File: config.mk
export PLATFORM = sky130hd
export DESIGN_NAME = axil_spi_flash_rd_slave
export DESIGN_NICKNAME = d
export VERILOG_FILES = /design/src/rtl/axil_spi_flash_rd_slave.sv
export SDC_FILE = /design/constraint.sdc
export NUM_CORES = 1
export LEC_CHECK = 0
export CAP_MARGIN = 5
export CORE_MARGIN = 2
export CORE_UTILIZATION = 45
export CTS_BUF_LIST = sky130_fd_sc_hd__clkbuf_2 sky130_fd_sc_hd__clkbuf_4 sky130_fd_sc_hd__clkbuf_8
export CTS_CLUSTER_DIAMETER = 30
export CTS_CLUSTER_SIZE = 16
export DETAILED_ROUTE_END_ITERATION = 7
export PLACE_DENSITY = 0.76
export REMOVE_ABC_BUFFERS = 1
export SYNTH_ARGS = -nofsm -noshare
export SYNTH_HDL_FRONTEND = slang
export SYNTH_SLANG_ARGS = --single-unit
File: constraint.sdc
create_clock -name ACLK -period 1.7 [get_ports ACLK]
set_input_delay 0.17 -clock ACLK [delete_from_list [all_inputs] [get_ports ACLK]]
set_output_delay 0.17 -clock ACLK [all_outputs]
set_load 0.02 [all_outputs]
File: src/rtl/axil_spi_flash_rd_slave.sv
// AXI4-Lite read-only slave: each AR request becomes one SPI-flash READ (0x03),
// returning the flash bytes little-endian on R.
module axil_spi_flash_rd_slave #(
    parameter int          ADDR_W   = 24,
    parameter int          DATA_W   = 32,
    parameter int          CLK_DIV  = 2,
    parameter int          CS_GAP   = 4,
    parameter logic [7:0]  CMD_READ = 8'h03
) (
    input  logic              ACLK,
    input  logic              ARESETn,
    input  logic              arvalid,
    output logic              arready,
    input  logic [ADDR_W-1:0] araddr,
    output logic              rvalid,
    input  logic              rready,
    output logic [DATA_W-1:0] rdata,
    output logic [1:0]        rresp,
    output logic              spi_sclk,
    output logic              spi_cs_n,
    output logic              spi_mosi,
    input  logic              spi_miso
);

    localparam int N_BITS  = 8 + ADDR_W + DATA_W;
    localparam int TX_W    = 8 + ADDR_W;
    localparam int BIT_W   = $clog2(N_BITS + 1);
    localparam int DIV_MAX = (CLK_DIV > CS_GAP) ? CLK_DIV : CS_GAP;
    localparam int DIV_W   = $clog2(DIV_MAX + 1);

    typedef enum logic [2:0] {IDLE, SETUP, SHIFT, HOLD, RESP} state_t;

    state_t             r_state;
    state_t             w_next;
    logic [DIV_W-1:0]   r_div;
    logic [BIT_W-1:0]   r_bit;
    logic [TX_W-1:0]    r_tx;
    logic [DATA_W-1:0]  r_rx;
    logic [DATA_W-1:0]  r_rdata;
    logic [DATA_W-1:0]  w_swap;
    logic               r_arready;
    logic               r_rvalid;
    logic               r_sclk;
    logic               r_cs_n;
    logic               r_mosi;
    logic               w_div_done;
    logic               w_last;
    logic               w_gap_ok;
    logic               w_ar_hs;
    logic               w_r_hs;

    assign w_div_done = (r_div == DIV_W'(CLK_DIV - 1));
    assign w_last     = (r_bit == BIT_W'(N_BITS - 1));
    assign w_gap_ok   = (r_div >= DIV_W'(CS_GAP - 1));
    assign w_ar_hs    = arvalid && r_arready;
    assign w_r_hs     = r_rvalid && rready;

    // Flash streams bytes MSB-first; byte k received lands in rdata[8k+7:8k]
    always_comb begin
        w_swap = '0;
        for (int k = 0; k < DATA_W / 8; k++) begin
            w_swap[8*k +: 8] = r_rx[DATA_W-1-8*k -: 8];
        end
    end

    always_ff @(posedge ACLK) begin
        if (!ARESETn) r_state <= IDLE;
        else          r_state <= w_next;
    end

    always_comb begin
        w_next = r_state;
        unique case (r_state)
            IDLE:  if (w_ar_hs) w_next = SETUP;
            SETUP: if (w_div_done) w_next = SHIFT;
            SHIFT: if (w_div_done && !r_sclk && w_last) w_next = HOLD;
            HOLD:  if (w_div_done) w_next = RESP;
            RESP:  if (w_gap_ok && (!r_rvalid || rready)) w_next = IDLE;
            default: w_next = IDLE;
        endcase
    end

    always_ff @(posedge ACLK) begin
        if (!ARESETn) begin
            r_arready <= 1'b0;
            r_rvalid  <= 1'b0;
            r_rdata   <= '0;
            r_sclk    <= 1'b0;
            r_cs_n    <= 1'b1;
            r_mosi    <= 1'b0;
            r_div     <= '0;
            r_bit     <= '0;
            r_tx      <= '0;
            r_rx      <= '0;
        end else begin
            r_arready <= (w_next == IDLE);
            unique case (r_state)
                IDLE: begin
                    r_div <= '0;
                    if (w_ar_hs) begin
                        r_cs_n <= 1'b0;
                        r_mosi <= CMD_READ[7];
                        r_tx   <= {CMD_READ[6:0], araddr, 1'b0};
                        r_bit  <= '0;
                    end
                end
                SETUP: begin
                    if (w_div_done) begin
                        r_div  <= '0;
                        r_sclk <= 1'b1;
                        r_rx   <= {r_rx[DATA_W-2:0], spi_miso};
                    end else begin
                        r_div <= r_div + 1'b1;
                    end
                end
                SHIFT: begin
                    if (w_div_done) begin
                        r_div <= '0;
                        if (r_sclk) begin
                            r_sclk <= 1'b0;
                            r_mosi <= r_tx[TX_W-1];
                            r_tx   <= r_tx << 1;
                        end else if (!w_last) begin
                            r_sclk <= 1'b1;
                            r_bit  <= r_bit + 1'b1;
                            r_rx   <= {r_rx[DATA_W-2:0], spi_miso};
                        end
                    end else begin
                        r_div <= r_div + 1'b1;
                    end
                end
                HOLD: begin
                    if (w_div_done) begin
                        r_div    <= '0;
                        r_cs_n   <= 1'b1;
                        r_rvalid <= 1'b1;
                        r_rdata  <= w_swap;
                    end else begin
                        r_div <= r_div + 1'b1;
                    end
                end
                RESP: begin
                    if (w_r_hs) r_rvalid <= 1'b0;
                    // r_div now counts cycles spent with cs_n high
                    if (!w_gap_ok) r_div <= r_div + 1'b1;
                end
                default: ;
            endcase
        end
    end

    assign arready  = r_arready;
    assign rvalid   = r_rvalid;
    assign rdata    = r_rdata;
    assign rresp    = 2'b00;
    assign spi_sclk = r_sclk;
    assign spi_cs_n = r_cs_n;
    assign spi_mosi = r_mosi;

endmodule

# Yosys cells after proc, flatten, opt, wreduce, memory -nomap -nowiden
# Cells that the tools add are included.
[classes]
n_addsub = 2
order_cmp = 1
n_eq_ne = 15
n_mux = 35
reduce_logical = 24
[op_table]
columns = ["operator", "count"]
rows = [
  ["32-bit 2-to-1 mux", 7],
  ["32-bit case mux with 2 select lines", 2],
  ["7-bit 2-to-1 mux", 4],
  ["3-bit 2-to-1 mux", 7],
  ["2-bit != test, second input constant", 9],
  ["3-bit case mux with 5 select lines", 1],
  ["7-bit case mux with 2 select lines", 1],
  ["5-bit AND reduction", 2],
  ["3-bit case mux with 3 select lines", 1],
  ["3-bit AND reduction", 3],
  ["1-bit 2-to-1 mux", 8],
  ["1-bit case mux with 2 select lines", 4],
  ["2-bit nonzero test", 4],
  ["7-bit by 1-bit adder with 7-bit output, second input constant", 1],
  ["7-bit by 6-bit == test with 1-bit output, second input constant", 1],
  ["3-bit by 1-bit == test with 1-bit output, second input constant", 2],
  ["3-bit by 2-bit == test with 1-bit output, second input constant", 2],
  ["3-bit logical NOT", 2],
  ["1-bit logical AND", 5],
  ["2-bit AND reduction", 2],
  ["4-bit AND reduction", 1],
  ["3-bit by 1-bit adder with 3-bit output, second input constant", 1],
  ["3-bit == test, second input constant", 1],
  ["3-bit by 2-bit greater-or-equal comparator with 1-bit output, second input constant", 1],
  ["4 further kinds", 5],
]
[word_totals]
regBits = 114
inputBits = 29
out_inout_bits = 39
elab_cells = 88

# Longest topological paths before layout
# Gate-level depths: netlist of run 1.
[logic_depth]
ltp_word = 6
ltp_mapped = 8
ltp_nobuf = 6

# Worst setup path after synthesis of run 1
# No wires, ideal clock.
[synth_timing]
kind = "register -> register"
startpoint = "reg r_div[0]"
endpoint = "reg r_bit[3]"
setup_time_ns = 0.070
arrival_ns = 1.658
t_required_ns = 1.630
slack_ns = -0.028
stages_incl_launch_ff = 7
n_path_buf = 1
synth_period_minus_slack_ns = 1.728
path_cell_list = "dfxtp_1 ha_1 nor3b_4 o311ai_4 buf_6 or3_1 a21oi_1"
[synth_between]
elab_chain_len = 3
[synth_lines]
columns = ["element", "line", "text"]
rows = [
  ["from (decl)", "35", "logic [DIV_W-1:0] r_div;"],
  ["from (signal assigned)", "113", "r_div <= r_div + 1'b1;"],
  ["from (signal assigned)", "129", "r_div <= r_div + 1'b1;"],
  ["from (signal assigned)", "139", "r_div <= r_div + 1'b1;"],
  ["3-bit by 1-bit == test with 1-bit output", "52", "assign w_div_done = (r_div == DIV_W'(CLK_DIV - 1));"],
  ["2-bit != test (no source line)", "--", ""],
  ["5-bit AND reduction (no source line)", "--", ""],
  ["to (signal assigned)", "125", "r_bit <= r_bit + 1'b1;"],
  ["to (decl)", "36", "logic [BIT_W-1:0] r_bit;"],
]
# Every way passes these cells.
# A chain may end at the register's enable or synchronous reset.

# Final worst setup path of run 1
[layout_timing]
startpoint = "reg r_div[1]"
endpoint = "reg r_bit[3]"
# Same word-level chain as after synthesis.

==> impl_metrics.toml, run 1 <==
[finish]
post-route-util = 0.6127
diodes = 0
drive_above_1_share = 0.1598
area_growth_pct = 34.15
nets = 602
layout_common_cells = "136 x nand2_1, 111 x dfxtp_1, 63 x clkdlybuf4s50_1"
fin_cells = 718
final_common_cell = "nand2_1"

[synth]
ys_seq_elements = 113
syn_area_per_cell_um2 = 9.528
yosys.area.top_type = "dfxtp_1"
netlist_top_cells_area = "dfxtp_1 49%, mux2i_1 12%, nand2_1 11%, a21boi_0 5.5%, o211a_1 5.0%"
synth_edf_count = 0
async_flop_share = 0
synth_top_area_frac = 0.4885
synth_flop_cell = "dfxtp_1"
synth_cell_types = 50
seq_area_frac_synth = 0.4885
synth_warnings = 0
netlist_area_um2 = 4631
syn_inst = 486

[timing]
fin_crit_ps = 1722
drv_slew = 0
hold_viol_final = 0
finalCritPeriodShare = 1.013
fmax_mhz = 580.9
rsz0062_at_grt = "yes"
worst_slack_ps = -21.55
finalSetupViolCount = 2
finalClockSkew_ps = 12.51

[die]
dieArea_um2 = 11120
io_pins = 68
die_x_um = 105.4
core-area_um2 = 10140
start_util = 0.4567
die_y_um = 105.4
rows = 37

[clock_network]
clk_path_buf_depth = 2
clk_pin_slew_ps = 70
clk_latency_ps = 420
cts_tree = "built"
clockRootBuffer = "clkbuf_8"
hold_buffers = 0
htree_levels = 4
numCtsBuffers = 17
clkSinkCount = 113

[worst_hold_path]
hp-class = "in2reg"
hold_depth = 3
hp-start = "ARESETn"
holdPathEnd = "spi_cs_n"

[worst_setup_path]
r2r_end = "r_bit[3]"
path_class = "reg2reg"
slowest_delay_ps = 340
worstReg2RegStart = "r_div[1]"
cp_data_arrival_time_ps = 2070
crit_chain = "inv_2 > ha_4 > nor3b_4 > o311ai_4 > buf_4 > or3_1 > a21oi_1"
worst-path-buf-inv = 2
crit_family = "simple AND/OR/NAND/NOR gates"
cp_slowest_cell = "or3_1"
cp-end-kind = "flip-flop"
rrSetupSlack_ps = -20
rr_worst_depth = 7
crit_path_start_kind = "flip-flop"
required_ps = 2050
cp_max_fo = 5

[route]
drtIter0Drc = 149
wl_mm = 9.935
dr.pass1.iters = 4
drc = 0
ant_nets = 0
vias_per_cell = 5.216
wl_per_cell_um = 13.84
vias = 3745

[global_routing]
grt_overflow_total = 0
grt_max_degree = 72
grt_usage = 0.1745
grt_pass1_wl_mm = 15.75
grt_pass1_vias = 3475
grt_antenna_before_repair = 0

[placed_design]
portBuffers = 65
gp_congestion = 0.8083
dp_hpwl_mm = 6.055
dpl.cell_count = 678

[power_and_ir_drop]
leakagePower_nw = 2.395
cellPowerDensity_nw_per_um2 = 984.2
peakVddDrop_mv = 0.4783

[flow_run]
drv_cap = 0

[run_status]
failed_checks = "negative setup slack"
status = "finished with violations"
## where the power goes
part | internal [mW] | switching, mW
registers | 2.73 | 0.0505
logic | 0.290 | 0.244
clock network | 1.64 | 1.16
total | 4.66 | 1.46
## registers in the layout, indices dropped and copies added, names as in the netlist
register and flops:
spi_mosi 1, r_rx 32, r_state 3, rvalid 1, spi_sclk 1, spi_cs_n 1, r_div 3, r_tx 31
rdata 32, r_bit 7, arready 1
## worst max-delay path by stage
stage	cells after the start	slack, ps	endpoint	from
detailed placement	6	-130	r_div[1]	r_div[0]
finish	7	-20	r_bit[3]	r_div[1]
CTS	7	1	r_bit[3]	r_div[1]
floorplan	3	-2470	r_tx[25]	r_state[1]
global placement	7	4	r_bit[3]	r_div[1]
global route	7	-130	r_bit[3]	r_div[1]
## tightest hold or removal path: stages
cell,delay (ps)
buf_2,120
buf_12,190
nand3_1,90
## per-stage QoR
stage / power (mW) / hold WS [ps] / worst slack, ps / setup TNS, ps / instance area [um^2]
floorplan: 3.072 / 241.8 / -2467 / -80620 / 4443
global placement: 3.275 / 448.6 / 3.930 / 0 / 5562
detailed placement: 3.294 / 457.7 / -126.6 / -3132 / 5562
CTS: 6.113 / 184.8 / 0.9850 / 0 / 6081
global route: 6.350 / 210.7 / -125.6 / -2766 / 6212
finish: 6.114 / 220.3 / -21.55 / -22.43 / 6212
## metal layers
layer / part of all wire / vias to the layer above / GRT usage / routed length (um)
met2: 0.49 / 75 / 0.2820 / 4873
li1: - / 1849 / - / -
met1: 0.46 / 1809 / 0.2176 / 4571
met5: 0 / - / 0 / 0
met3: 0.037 / 12 / 0.05257 / 371
met4: 0.012 / 0 / 0.06952 / 119
## synth_stat cells (2+ instances only)
library cell / n
a21boi_0: 34
a21o_2: 2
a21oi_1: 6
and2_1: 2
and3_1: 2
buf_2: 12
buf_4: 8
clkbuf_1: 16
dfxtp_1: 113
ha_1: 4
inv_1: 6
mux2i_1: 56
nand2_1: 136
nand3_1: 11
nand3b_1: 2
nor2_1: 2
nor2b_1: 2
nor3_1: 3
nor3b_1: 2
o211a_1: 23
o21ai_0: 6
o221a_2: 2
o22ai_1: 6
or3_1: 4
## final cells by class
type | instances | area, um^2
well taps | 136 | 170.2
fillers | 812 | 3926
repair buffers | 100 | 1067
multi-input cells | 331 | 2238
flip-flops and latches | 113 | 2267
clock inverters | 14 | 205.2
clock buffers | 18 | 241.5
inverters | 6 | 22.52
## cells by family (layout without fill, tap and decap cells)
| logic type | after synthesis | in the layout | synth area share |
|---|---|---|---|
| adders and majority gates | 4 | 4 | 0.01081 |
| muxes | 56 | 56 | 0.1210 |
| and+or+nand+nor | 175 | 175 | 0.1643 |
| DFF | 113 | 113 | 0.4885 |
| buffers and inverters | 43 | 138 | 0.04620 |
| other | 1 | 2 | 0.0008098 |
| xor gates and xnor gates | 2 | 2 | 0.003783 |
| AOI/OAI and AO/OA | 92 | 92 | 0.1646 |
## timing repair
action | in CTS | in global routing
endpoints found under the setup margin | 64 | 63
setup buffers | 2 | 3
gates resized for setup | 10 | 9
cloned | 1 | 3
pin swaps | 2 | 4
endpoints found under the hold margin | 0 | 0
(Power assumes the default switching activity.)
==> run 2: changes to the inputs <==
Settings changed: CORE_MARGIN 2 to 8, DONT_BUFFER_PORTS from default to 1, PLACE_DENSITY 0.76 to 0.67.
==> run 2 against run 1 <==
Compared with the run above: the run still ends with negative setup slack left; via count down 1.9%; register-to-register slack about the same; clock-buffer cell count rose by 6; critical endpoint is now r_bit[5]; clock skew down 1.5 ps; highest routed layer unchanged.
==> impl_metrics.toml, run 2 (synthesis gave the netlist of run 1 again) <==
[run_status]
status = "finished with violations"
failed_checks = "negative setup slack"

[worst_setup_path]
path_class = "reg2reg"
required_ps = 2050
cp-end-kind = "flip-flop"
cp_data_arrival_time_ps = 2080
r2r_end = "r_bit[5]"
cp_max_fo = 7
crit_path_start_kind = "flip-flop"
endpoint = "r_bit[5]"
crit_start = "r_div[1]"
rrSetupSlack_ps = -30
rr_worst_depth = 6
worstReg2RegStart = "r_div[1]"

[worst_hold_path]
hp-class = "in2reg"
hp-start = "araddr[2]"

[finish]
drive_above_1_share = 0.1971
layout_common_cells = "135 x nand2_1, 104 x dfxtp_1, 55 x mux2i_1"
diodes = 0
final_common_cell = "nand2_1"
area_growth_pct = 30.67
fin_cells = 694
nets = 580
post-route-util = 0.5968

[die]
start_util = 0.4567
dieArea_um2 = 13790
die_y_um = 117.4
die_x_um = 117.4
io_pins = 68
rows = 37
core-area_um2 = 10140

[timing]
fin_hold_ws_ps = 18.58
worst_slack_ps = -29.39
rsz0062_at_grt = "yes"
fin_crit_ps = 1729
finalClockSkew_ps = 10.97
finalCritPeriodShare = 1.017
fmax_mhz = 578.2
finalSetupViolCount = 3
hold_viol_final = 0
drv_slew = 0

[placed_design]
place_ws_ps = -75.40
portBuffers = 0
gp_congestion = 0.7764
dpl.cell_count = 613
dp_hpwl_mm = 6.098

[global_routing]
grt_max_degree = 91
grt_pass1_vias = 3673
grt_usage = 0.1563
grt_antenna_before_repair = 0
grt_overflow_total = 0
grt_pass1_wl_mm = 17.75

[power_and_ir_drop]
power.switching_mw = 1.299
power_frac_comb = 0.092
power.share.clock = 0.428
p_int_mw = 4.504
p_seq_frac = 0.480
sw_frac_of_total = 0.2239
cellPowerDensity_nw_per_um2 = 959.1
leakagePower_nw = 2.293
peakVddDrop_mv = 0.5096

[route]
vias_per_cell = 5.291
vias = 3672
ant_nets = 0
drtIter0Drc = 199
drc = 0
wl_mm = 11.14
wl_per_cell_um = 16.05
dr.pass1.iters = 4

[clock_network]
clk_path_buf_depth = 2
htree_levels = 4
clockRootBuffer = "clkbuf_8"
numCtsBuffers = 17
clk_latency_ps = 420
cts_tree = "built"
clk_pin_slew_ps = 70
clkSinkCount = 113

[flow_run]
drv_cap = 0
## run 2: cell count changes in the layout (fill, tap and decap cells not counted), sizes merged
cell and change:
dlygate4sd3 +37, clkinv -1, buf +3, dlygate4sd2 -1, bufinv -2, clkbuf +8
clkdlybuf4s50 -63, inv -4, clkinvlp -1
## run 2: how the worst min path moves through the flow
stage	end	slack, ps	cells past startpoint
after floorplan	spi_cs_n	240	1
after global placement	spi_cs_n	270	1
after detailed placement	spi_cs_n	280	1
after CTS	r_tx[5]	0.8	3
after global routing	r_tx[3]	-10	3
final	r_tx[3]	20	3
## run 2: through the flow
step / instance area (um^2) / setup TNS (ps) / power [mW]
3_3_place_gp: 4891 / -67.29 / 3.166
2_1_floorplan: 4443 / -80620 / 3.072
4_1_cts: 5808 / 0 / 5.783
3_5_place_dp: 4891 / -963.5 / 3.180
6_report: 6051 / -67.69 / 5.803
5_1_grt: 6051 / -3808 / 6.064
## run 2: area by class of cell
type	instances	area [um^2]
repair buffers	78	908.4
fillers	848	4088
multi-input cells	331	2282
clock inverters	6	80.08
well taps	136	170.2
clock buffers	24	311.5
flip-flops and latches	113	2276
inverters	6	22.52
## run 2: power by group through the flow
stage          logic [mW]  clock network (mW)  registers (mW)
3_3_place_gp        0.332                   0            2.83
4_1_cts             0.467                2.53            2.78
5_1_grt             0.578                2.69            2.79
2_1_floorplan       0.239                   0            2.83
3_5_place_dp        0.342                   0            2.84
6_report            0.532                2.48            2.79
## run 2: layer usage
metal / vias to the layer above / global-route usage / part of all wire
met3: 16 / 0.05516 / 0.053
met4: 0 / 0.06975 / 0.019
li1: 1810 / - / -
met5: - / 0 / 0
met2: 77 / 0.2565 / 0.49
met1: 1769 / 0.1795 / 0.44
## run 2: repair_timing
item	4_1_cts	5_1_grt
endpoints found under the setup margin	63	91
pin swaps	3	6
endpoints found under the hold margin	107	0
gates resized for setup	14	31
hold buffers	38	0
buffers inserted	4	2
cloned	2	6
## run 2: critical path: stages, from the launching register on
cell and delay, ps:
dfxtp_2 330, inv_2 80, ha_4 130, nor3b_4 280
o311ai_4 230, or4_1 460, a21oi_1 150
